--- src/rtl/cache_arbiter.sv ---
// Arbitrates I-cache fills and D-cache fills/writebacks onto one cacheline adaptor; CACHE_ARBITER_RR_EN selects round-robin, else D over I.
// Latency: grant-to-resp is adaptor latency + 1 cycle, followed by one DONE bubble before the next grant.
// Backpressure: requesters hold until their *_resp pulse; mem_read/mem_write stay high until mem_resp.
module cache_arbiter (
    input  logic         clk,
    input  logic         rst,
    input  logic         i_read,
    input  logic [31:0]  i_address,
    output logic [255:0] i_rdata,
    output logic         i_resp,
    input  logic         d_read,
    input  logic         d_write,
    input  logic [31:0]  d_address,
    input  logic [255:0] d_wdata,
    output logic [255:0] d_rdata,
    output logic         d_resp,
    output logic         mem_read,
    output logic         mem_write,
    output logic [31:0]  mem_address,
    output logic [255:0] mem_wdata,
    input  logic [255:0] mem_rdata,
    input  logic         mem_resp
);

    typedef enum logic [1:0] {IDLE, SERVE_I, SERVE_D, DONE} state_t;

    state_t         state_q, state_d;
    logic [31:0]    addr_q, addr_d;
    logic [255:0]   wdata_q, wdata_d;
    logic           write_q, write_d;
    logic           d_req;
    logic           grant_d;

    assign d_req = d_read | d_write;

`ifdef CACHE_ARBITER_RR_EN
    logic favor_d_q, favor_d_d;

    // Under contention, the side not served by the most recent grant wins.
    assign grant_d = d_req && (!i_read || favor_d_q);

    always_ff @(posedge clk) begin
        if (rst) favor_d_q <= 1'b1;
        else     favor_d_q <= favor_d_d;
    end

    always_comb begin
        favor_d_d = favor_d_q;
        if (state_q == IDLE) begin
            if (grant_d)     favor_d_d = 1'b0;
            else if (i_read) favor_d_d = 1'b1;
        end
    end
`else
    assign grant_d = d_req;
`endif

    always_ff @(posedge clk) begin
        if (rst) begin
            state_q <= IDLE;
            addr_q  <= '0;
            wdata_q <= '0;
            write_q <= 1'b0;
        end else begin
            state_q <= state_d;
            addr_q  <= addr_d;
            wdata_q <= wdata_d;
            write_q <= write_d;
        end
    end

    always_comb begin
        state_d = state_q;
        addr_d  = addr_q;
        wdata_d = wdata_q;
        write_d = write_q;
        case (state_q)
            IDLE: begin
                if (grant_d) begin
                    state_d = SERVE_D;
                    addr_d  = d_address;
                    wdata_d = d_wdata;
                    write_d = d_write;
                end else if (i_read) begin
                    state_d = SERVE_I;
                    addr_d  = i_address;
                    write_d = 1'b0;
                end
            end
            // A requester dropping early does not abort; only mem_resp ends the transfer.
            SERVE_I, SERVE_D: if (mem_resp) state_d = DONE;
            DONE:    state_d = IDLE;
            default: state_d = IDLE;
        endcase
    end

    always_comb begin
        mem_read  = (state_q == SERVE_I) || ((state_q == SERVE_D) && !write_q);
        mem_write = (state_q == SERVE_D) && write_q;
        i_resp    = (state_q == SERVE_I) && mem_resp;
        d_resp    = (state_q == SERVE_D) && mem_resp;
    end

    assign mem_address = addr_q;
    assign mem_wdata   = wdata_q;
    assign i_rdata     = mem_rdata;
    assign d_rdata     = mem_rdata;

endmodule

--- config.mk ---
export PLATFORM = sky130hd
export DESIGN_NAME = cache_arbiter
export DESIGN_NICKNAME = d
export VERILOG_FILES = /design/src/rtl/cache_arbiter.sv
export SDC_FILE = /design/constraint.sdc
export NUM_CORES = 1
export LEC_CHECK = 0
export ABC_AREA = 1
export ABC_CLOCK_PERIOD_IN_PS = 1700
export CORE_AREA = 2 2 547 549
export DETAILED_ROUTE_END_ITERATION = 10
export DIE_AREA = 0 0 549 551
export GPL_ROUTABILITY_DRIVEN = 0
export SETUP_SLACK_MARGIN = 0.15
export SLEW_MARGIN = 20
export SYNTH_ARGS = -nofsm -noshare
export SYNTH_HDL_FRONTEND = slang
export SYNTH_SLANG_ARGS = --single-unit
--- constraint.sdc ---
create_clock -name clk -period 1.7 [get_ports clk]
set_input_delay 0.17 -clock clk [delete_from_list [all_inputs] [get_ports clk]]
set_output_delay 0.17 -clock clk [all_outputs]
set_load 0.1 [all_outputs]
==> results.py, run 1 <==
metrics = {
    "status": {
        "status": "finished with violations",
        "failed_checks": "negative setup slack",
    },
    "synth": {
        "synth_flop_cell": "dfxtp_1",
        "synth-seq-area-share_pct": 39.8,
        "synth_edf_count": 0,
        "yosysWarnings": 0,
        "synth_cell_types": 18,
        "synthArstFlopShare_pct": 0,
        "yosysTopAreaCellShare_pct": 39.8,
        "ys_seq_elements": 291,
        "syn_nets": 2557,
        "synthTopCellsByArea": "dfxtp_1 (40%), buf_4 (27%), nor2_1 (15%)",
        "syn_inst": 1971,
        "syn_area_sq_mm": 0.0146,
        "synth_largest_area_cell": "dfxtp_1",
        "synth_common_cells": "nor2_1 (580), buf_4 (533), dfxtp_1 (291)",
        "synth_most_common_cell": "nor2_1",
        "syn_area_per_cell_sq_um": 7.43,
    },
    "floorplan": {
        "die_w_um": 549,
        "start_util_pct": 4.94,
        "core_sq_mm": 0.296,
        "io_pins": 1386,
        "rows": 200,
        "die_h_um": 551,
        "die-area_sq_mm": 0.302,
    },
    "critical_path": {
        "cpMaxStageDelayCell": "dfxtp_2",
        "timing.rr.start": "state_q[1]$_SDFFE_PP0P_",
        "critical_path.startpoint_type": "register",
        "crit_buf_inv": 8,
        "arrival_ps": 2480,
        "cpMostUsedCell": "buf_12",
        "path_class": "reg2reg",
        "r2r_setup_slack_ps": -230,
        "path_delay_family": "buffers and inverters",
        "slowest_delay_ps": 320,
        "required_ps": 2260,
        "path_cells": "inv_2, buf_4, ha_4, buf_12, nand2_8, buf_12, buf_12, buf_12, buf_12, o21ai_4, buf_6, nor2_1",
        "setup.worst_path.start": "state_q[1]$_SDFFE_PP0P_",
        "worst-path-max-fanout": 7,
        "reg2reg_to": "mem_wdata[222]$_SDFFE_PP0P_",
        "crit_path_end_kind": "register",
        "reg2regPathDepth": 12,
    },
    "power_and_ir_drop": {
        "p_int_mw": 34.5,
        "p_per_area_mw_per_mm2": 2430,
        "pwr-share-seq_pct": 17.1,
        "power.share.combinational_pct": 69.4,
        "p_switching_mw": 40.0,
        "pwr-share-clk_pct": 13.5,
        "swShare_pct": 53.7,
        "irDropWorstVdd_uv": 944,
        "p_leak_nw": 10.9,
    },
    "drt": {
        "drtIter0Drc": 813,
        "vias": 14500,
        "drtPass1Iterations": 8,
        "drc_errors": 0,
        "ant_nets": 0,
        "via_per_inst": 2.33,
        "routed_wl_mm": 203,
        "drt-wirelength-per-cell_um": 32.8,
    },
    "sta": {
        "hold-worst-slack_ps": 103,
        "slew_headroom_pct": 66.7,
        "worst_slew_pin_slew_ps": 500,
        "min_period_over_period_pct": 113,
        "hold_viol": 0,
        "skew_ps": 67.2,
        "timing.fmax_ghz": 0.519,
        "slew_violations": 0,
        "fin_ws_ps": -225,
        "rsz0062_at_grt": "true",
        "fin_crit_ps": 1930,
        "setup_viol": 267,
    },
    "global_route": {
        "grt_usage_pct": 12.9,
        "antenna_found_initial": 104,
        "grt-ovfl-total": 0,
        "grt_max_degree": 57,
        "grt_pass1_vias": 13500,
        "grt_pass1_wl_mm": 233,
    },
    "layout": {
        "fin_util_pct": 10.3,
        "fin_nets": 2800,
        "syn_to_final_growth_pct": 109,
        "layout-drive-gt1-share_pct": 44.1,
    },
    "clocking": {
        "clock_latency_ps": 710,
        "cts_buffer_depth": 3,
        "clk_pin_slew_ps": 60,
        "cts_tree": "yes",
        "cts-root-buf": "clkbuf_16",
        "clock-sinks": 291,
        "htree_levels": 2,
        "numCtsBuffers": 42,
    },
    "worst_hold_path": {
        "hp-class": "in2reg",
        "min_to": "mem_wdata[217]$_SDFFE_PP0P_",
        "worstHoldStart": "d_wdata[217]",
        "hold_depth": 3,
    },
    "run": {
        "cap_violations": 0,
    },
    "placement": {
        "io_buffer_count": 617,
        "dp_hpwl_mm": 182,
        "pre_cts_ws_ps": -390,
    },
}
-- what timing repair did --
| action | 4_1_cts | 5_1_grt |
|---|---|---|
| pin swaps | 47 | 54 |
| gates resized for setup | 822 | 195 |
| gates cloned | 33 | 1 |
| hold buffers | 1 | 0 |
| hold endpoints to repair | 1 | 0 |
| setup endpoints to repair | 391 | 413 |
| setup buffers | 42 | 10 |
-- metrics by stage --
step	area [sq um]	total power, mW	instances	setup TNS, ps
after floorplan	14700	39.9	1971	0
after global placement	24400	51.9	6023	-16920
after detailed placement	24400	52.1	6023	-21050
after CTS	29700	73.3	6175	-41010
after global routing	30600	77.6	6202	-58350
final	30600	74.5	6208	-35740
-- power groups by stage --
stage          logic [mW]  clock network (mW)  registers [mW]
2_1_floorplan        12.5                   0            27.4
3_3_place_gp         40.2                   0            11.7
3_5_place_dp         40.3                   0            11.8
4_1_cts              50.4                10.5            12.5
5_1_grt              54.0                10.6            13.0
6_report             51.7                10.0            12.7
-- state kept, by name, summed over array words and instances, names as in the netlist --
name,flops
mem_address,32
mem_wdata,256
state_q,2
write_q,1
-- area by class of cell --
| type | count | area [sq um] |
|---|---|---|
| well taps | 3939 | 4930 |
| inverters | 45 | 191 |
| clock inverters | 21 | 334 |
| flip-flops and latches | 291 | 5950 |
| repair buffers | 811 | 11500 |
| diodes | 22 | 55.1 |
| clock buffers | 56 | 1180 |
| multi-input cells | 1023 | 6500 |
| fillers | 34000 | 266000 |
-- cell usage in the layout, fill, tap and decap left out, types with 6 or more instances in the layout --
master	n
inv_2	7
diode_2	22
dfxtp_2	39
nor2_4	190
buf_12	282
nor2_2	40
inv_1	35
o21ai_0	64
buf_16	37
nor2_1	351
o21ai_1	68
bufinv_16	6
o21ai_4	25
buf_6	30
clkdlybuf4s50_1	325
dfxtp_4	20
clkbuf_1	6
buf_4	112
clkbuf_8	8
nand2_1	171
dfxtp_1	232
buf_8	22
clkbuf_16	43
o21ai_2	101
-- worst max-delay path by stage --
stage,cells after the start,endpoint
final,12,mem_wdata[222]$_SDFFE_PP0P_
after global routing,6,mem_read
after CTS,6,mem_read
after detailed placement,8,mem_wdata[236]$_SDFFE_PP0P_
after global placement,8,mem_wdata[236]$_SDFFE_PP0P_
after floorplan,4,mem_write
-- layer usage --
metal	vias to the layer above	wire length, um	track usage, %
met5	-	570	0.672
met4	34	13900	7.63
met3	555	60300	17.5
met2	1526	78700	17.6
met1	6223	50100	9.32
li1	6142	-	-
-- worst register-to-register path: stages, from the launching register on --
cell and delay [ps]:
dfxtp_2 320, inv_2 60, buf_4 110, ha_4 130, buf_12 120, nand2_8 110
buf_12 200, buf_12 130, buf_12 140, buf_12 160, o21ai_4 130, buf_6 130
nor2_1 30
-- kinds of logic after synthesis --
kind of cell	after synthesis	synth area share, %
adders and majority gates	4	0.342
AOI/OAI and AO/OA	260	8.90
and+or+nand+nor	758	19.6
buffers and inverters	658	31.4
DFF	291	39.8
Note: power is estimated with default switching activity, not from simulation.
==> run 2, diff against run 1 <==
--- a/config.mk
+++ b/config.mk
@@ -12,6 +12,7 @@
 export DIE_AREA = 0 0 549 551
 export GPL_ROUTABILITY_DRIVEN = 0
 export SETUP_SLACK_MARGIN = 0.15
+export SKIP_LAST_GASP = 1
 export SLEW_MARGIN = 20
 export SYNTH_ARGS = -nofsm -noshare
 export SYNTH_HDL_FRONTEND = slang
==> run 2 against run 1 <==
The flow still finishes with violations (negative setup slack). Routed wire length rose by 1.2%. Register-to-register slack worse by 30 ps. Non-clock buffer count up 6. Final cell count about the same. Clock-buffer cell count stayed put. Design area increased by 2.7%.
==> results.py, run 2 (same netlist as run 1, synthesis figures left out) <==
metrics = {
    "status": {
        "status": "finished with violations",
        "failed_checks": "negative setup slack",
    },
    "drt": {
        "via_per_inst": 2.37,
        "ant_nets": 0,
        "drtIter0Drc": 965,
        "vias": 14700,
        "routed_wl_mm": 206,
        "drc_errors": 0,
        "drtPass1Iterations": 5,
        "drt-wirelength-per-cell_um": 33.1,
    },
    "worst_hold_path": {
        "hp-class": "in2reg",
        "worstHoldStart": "d_wdata[217]",
    },
    "clocking": {
        "numCtsBuffers": 42,
        "htree_levels": 2,
        "cts-root-buf": "clkbuf_16",
        "clock-sinks": 291,
        "cts_tree": "yes",
        "cts_buffer_depth": 3,
        "clk_pin_slew_ps": 60,
        "clock_latency_ps": 710,
    },
    "critical_path": {
        "path_class": "reg2reg",
        "timing.rr.start": "state_q[1]$_SDFFE_PP0P_",
        "worst-path-max-fanout": 7,
        "crit_path_end_kind": "register",
        "critical_path.startpoint_type": "register",
        "setup.worst_path.start": "state_q[1]$_SDFFE_PP0P_",
        "arrival_ps": 2500,
        "required_ps": 2250,
    },
    "floorplan": {
        "core_sq_mm": 0.296,
        "die-area_sq_mm": 0.302,
        "rows": 200,
        "start_util_pct": 4.94,
        "die_h_um": 551,
        "die_w_um": 549,
        "io_pins": 1386,
    },
    "layout": {
        "largest_register_ffs": 256,
        "most-common-layout-cells": "nor2_1 (331), clkdlybuf4s50_1 (325), buf_12 (295)",
        "final_common_cell": "nor2_1",
        "layout-drive-gt1-share_pct": 49.8,
        "syn_to_final_growth_pct": 115,
        "regArea_sq_mm": 0.00604,
        "multi_input_area_sq_mm": 0.00682,
        "fin_area_sq_mm": 0.0315,
        "fin_nets": 2807,
        "fin_util_pct": 10.6,
        "fill_cells": 33900,
    },
    "sta": {
        "slew_violations": 0,
        "fin_ws_ps": -255,
        "rsz0062_at_grt": "true",
        "setup_viol": 277,
        "skew_ps": 72.1,
        "hold_viol": 0,
        "worst_slew_pin_slew_ps": 494,
        "fin_crit_ps": 1950,
        "timing.fmax_ghz": 0.512,
        "slew_headroom_pct": 67.0,
        "min_period_over_period_pct": 115,
    },
    "power_and_ir_drop": {
        "p_per_area_mw_per_mm2": 2440,
        "p_leak_nw": 11.2,
        "irDropWorstVdd_uv": 1070,
    },
    "run": {
        "cap_violations": 0,
    },
    "global_route": {
        "grt_pass1_wl_mm": 232,
        "grt-ovfl-total": 0,
        "grt_usage_pct": 12.9,
        "grt_max_degree": 57,
        "grt_pass1_vias": 13600,
        "antenna_found_initial": 106,
    },
    "placement": {
        "io_buffer_count": 617,
        "place_area_sq_mm": 0.0244,
        "dp_hpwl_mm": 182,
    },
}
-- run 2: changes by cell type in the layout (fill, tap and decap cells not counted), sizes merged --
cell    previous run  this run
clkbuf            57        61
diode             22        20
buf              483       485
nand2            177       178
-- run 2: final cells by class --
cell class,count,share of cell area [%]
Clock inverter,21,1.06
Tap cell,3939,15.7
Antenna cell,20,0.159
Timing Repair Buffer,817,37.9
Multi-Input combinational cell,1024,21.7
Inverter,45,0.609
Sequential cell,291,19.2
Clock buffer,56,3.76
-- run 2: critical path: stages (launching register included) --
cell	delay, ps
dfxtp_2	320
inv_2	80
buf_12	100
ha_4	130
buf_12	120
nand2_8	100
buf_12	170
buf_12	120
buf_12	130
buf_16	150
o21ai_0	210
nor2_1	90
-- run 2: path summary, 6_finish.rpt --
| kind | to | slack, ps | depth (start not counted) |
|---|---|---|---|
| worst max-delay path | mem_wdata[241]$_SDFFE_PP0P_ | -250 | 11 |
| worst min-delay path | mem_wdata[217]$_SDFFE_PP0P_ | 100 | 3 |
| worst max register to register | mem_wdata[241]$_SDFFE_PP0P_ | -250 | 11 |
| worst min register to register | mem_wdata[156]$_SDFFE_PP0P_ | 480 | 2 |
-- run 2: repair_timing --
| action | CTS | global route |
|---|---|---|
| buffers inserted | 42 | 9 |
| hold endpoints to repair | 1 | 0 |
| hold buffers | 1 | 0 |
| endpoints found under the setup margin | 391 | 411 |
| resized for setup | 784 | 472 |
| pin swaps | 47 | 70 |
| cloned | 33 | 9 |
-- run 2: metal layers --
layer	track usage, %	wire length, um
met5	0.672	401
met4	7.56	14600
met3	17.3	60300
met2	17.6	79700
met1	9.40	50900
-- run 2: power breakdown --
part           internal, mW  leakage (nW)  switching [mW]
Clock                  5.88         0.729            4.16
Sequential             9.60          2.46            3.45
Combinational          20.3          7.97            33.4
-- run 2: metrics by stage --
stage / std cells / hold WS, ps / setup slack (ps) / power (mW) / setup TNS (ps)
final: 6213 / 96.8 / -255 / 76.8 / -37520
after global routing: 6210 / 35.6 / -351 / 80.0 / -57300
after CTS: 6175 / 0.483 / -337 / 73.1 / -41750
after detailed placement: 6023 / 342 / -390 / 52.1 / -21050
after global placement: 6023 / 342 / -350 / 51.9 / -16920
after floorplan: 1971 / 239 / 311 / 39.9 / 0
==> run 3, diff against run 2 <==
--- a/config.mk
+++ b/config.mk
@@ -11,7 +11,7 @@
 export DETAILED_ROUTE_END_ITERATION = 10
 export DIE_AREA = 0 0 549 551
 export GPL_ROUTABILITY_DRIVEN = 0
-export SETUP_SLACK_MARGIN = 0.15
+export SETUP_SLACK_MARGIN = 0.3
 export SKIP_LAST_GASP = 1
 export SLEW_MARGIN = 20
 export SYNTH_ARGS = -nofsm -noshare
==> run 3 against run 2 <==
The run still ends with negative setup slack left. Sequential power is 5% lower. Critical path type unchanged. Register-to-register slack hardly changed. Sequential cell count stayed put. Routed wire length is 0.42% lower. Highest routed layer unchanged. Global-route usage is 0.10 points lower. Clock power hardly changed. Clock skew is 2.4 ps higher.
==> results.py, run 3 (same netlist as run 1, synthesis figures left out) <==
metrics = {
    "global_route": {
        "grt_pass1_vias": 13300,
        "use_met1_pct": 9.19,
        "grt_max_degree": 57,
        "grt_usage_pct": 12.8,
        "antenna_found_initial": 101,
        "grt-ovfl-total": 0,
        "met3_usage_pct": 17.4,
        "use_met2_pct": 17.5,
        "grt_pass1_wl_mm": 230,
        "top_usage_layer": "met2",
    },
    "floorplan": {
        "start_util_pct": 4.94,
        "core_sq_mm": 0.296,
        "die-area_sq_mm": 0.302,
        "rows": 200,
        "die_w_um": 549,
        "io_pins": 1386,
        "die_h_um": 551,
    },
    "layout": {
        "fin_nets": 2802,
        "layout-drive-gt1-share_pct": 42.6,
        "fill_cells": 34000,
        "fin_area_sq_mm": 0.0304,
        "most-common-layout-cells": "nor2_1 (350), clkdlybuf4s50_1 (325), dfxtp_1 (286)",
        "final_common_cell": "nor2_1",
        "stdcell_count": 6206,
        "largest_register_ffs": 256,
        "syn_to_final_growth_pct": 108,
    },
    "critical_path": {
        "worst-path-max-fanout": 5,
        "setup.worst_path.start": "state_q[0]$_SDFFE_PP0P_",
        "path_class": "reg2reg",
        "crit_path_end_kind": "register",
        "required_ps": 2260,
        "timing.rr.start": "state_q[0]$_SDFFE_PP0P_",
        "critical_path.startpoint_type": "register",
        "arrival_ps": 2520,
    },
    "status": {
        "failed_checks": "negative setup slack",
        "status": "finished with violations",
    },
    "power_and_ir_drop": {
        "p_per_area_mw_per_mm2": 2450,
        "p_int_mw": 34.3,
        "irDropWorstVdd_uv": 992,
        "p_leak_nw": 10.9,
        "power.share.combinational_pct": 69.8,
        "pwr-share-seq_pct": 16.7,
        "pwr-share-clk_pct": 13.4,
        "swShare_pct": 54.1,
        "p_switching_mw": 40.3,
    },
    "sta": {
        "slew_violations": 0,
        "setup_viol": 266,
        "skew_ps": 74.6,
        "rsz0062_at_grt": "true",
        "fin_ws_ps": -255,
        "timing.fmax_ghz": 0.512,
        "fin_crit_ps": 1950,
        "hold_viol": 0,
        "slew_headroom_pct": 67.4,
        "worst_slew_pin_slew_ps": 489,
        "min_period_over_period_pct": 115,
    },
    "run": {
        "cap_violations": 0,
    },
    "clocking": {
        "htree_levels": 2,
        "cts_tree": "yes",
        "cts_buffer_depth": 3,
        "clk_pin_slew_ps": 60,
        "clock_latency_ps": 720,
        "numCtsBuffers": 42,
        "clock-sinks": 291,
        "cts-root-buf": "clkbuf_16",
    },
    "drt": {
        "routed_wl_mm": 205,
        "ant_nets": 0,
        "drt-wirelength-per-cell_um": 33.0,
        "via_per_inst": 2.35,
        "drc_errors": 0,
        "drtIter0Drc": 899,
        "drtPass1Iterations": 8,
        "vias": 14600,
    },
    "worst_hold_path": {
        "hp-class": "in2reg",
        "worstHoldStart": "d_wdata[57]",
    },
    "placement": {
        "dp_cells": 6023,
        "dp_hpwl_mm": 182,
        "place_area_sq_mm": 0.0244,
        "io_buffer_count": 617,
    },
}
==> run 3: metal layers <==
metal  vias to the layer above  share of wire (%)
met5                         -               0.18
met4                        32                7.0
met3                       602                 29
met2                      1543                 39
met1                      6280                 25
li1                       6151                  -
==> run 3: final cells by class <==
cell class / count / area [sq um] / area share, %
tap: 3939 / 4930 / 16.2
inverter: 45 / 191 / 0.630
clock buffer: 56 / 1180 / 3.89
multi-input combinational: 1024 / 6640 / 21.8
clock inverter: 21 / 334 / 1.10
sequential: 291 / 5840 / 19.2
antenna: 18 / 45.0 / 0.148
timing repair buffer: 812 / 11200 / 37.0
==> run 3: power groups by stage <==
stage | clock (mW) | combinational [mW] | sequential [mW]
2_1_floorplan | 0 | 12.5 | 27.4
3_3_place_gp | 0 | 40.2 | 11.7
3_5_place_dp | 0 | 40.3 | 11.8
4_1_cts | 10.5 | 48.1 | 12.0
5_1_grt | 10.6 | 54.4 | 12.8
6_report | 10.0 | 52.1 | 12.5
==> run 3: path summary, 6_finish.rpt <==
path | to | cells after the start | slack (ps)
hold / removal | mem_wdata[57]$_SDFFE_PP0P_ | 3 | 100
setup / recovery | mem_wdata[196]$_SDFFE_PP0P_ | 13 | -250
hold reg to reg | mem_wdata[161]$_SDFFE_PP0P_ | 2 | 470
setup reg to reg | mem_wdata[196]$_SDFFE_PP0P_ | 13 | -250
==> run 3: critical path, stage by stage (launching register included) <==
cell and delay [ps]:
dfxtp_2 330, inv_2 40, buf_4 130, ha_4 150
buf_12 130, nand2_8 130, inv_12 50, buf_12 140
buf_12 120, buf_16 140, buf_6 120, buf_8 130
nor2_1 100, nor2_1 50
==> run 3: stage by stage <==
step	TNS [ps]	power, mW	setup slack, ps	hold WS [ps]	util (%)
2_1_floorplan	0	39.9	311	239	-
3_3_place_gp	-16920	51.9	-350	342	8.23
3_5_place_dp	-21050	52.1	-390	342	8.23
4_1_cts	-46470	70.6	-337	0.453	9.61
5_1_grt	-59410	77.7	-351	39.5	10.3
6_report	-37940	74.6	-255	101	10.3
==> run 3: repair_timing <==
action                     in CTS  in global routing
cloned                         30                 12
resized for setup             442                458
setup buffers                  32                 13
hold endpoints to repair        1                  0
pin swaps                      41                 45
setup endpoints to repair     581                583
hold buffers                    1                  0
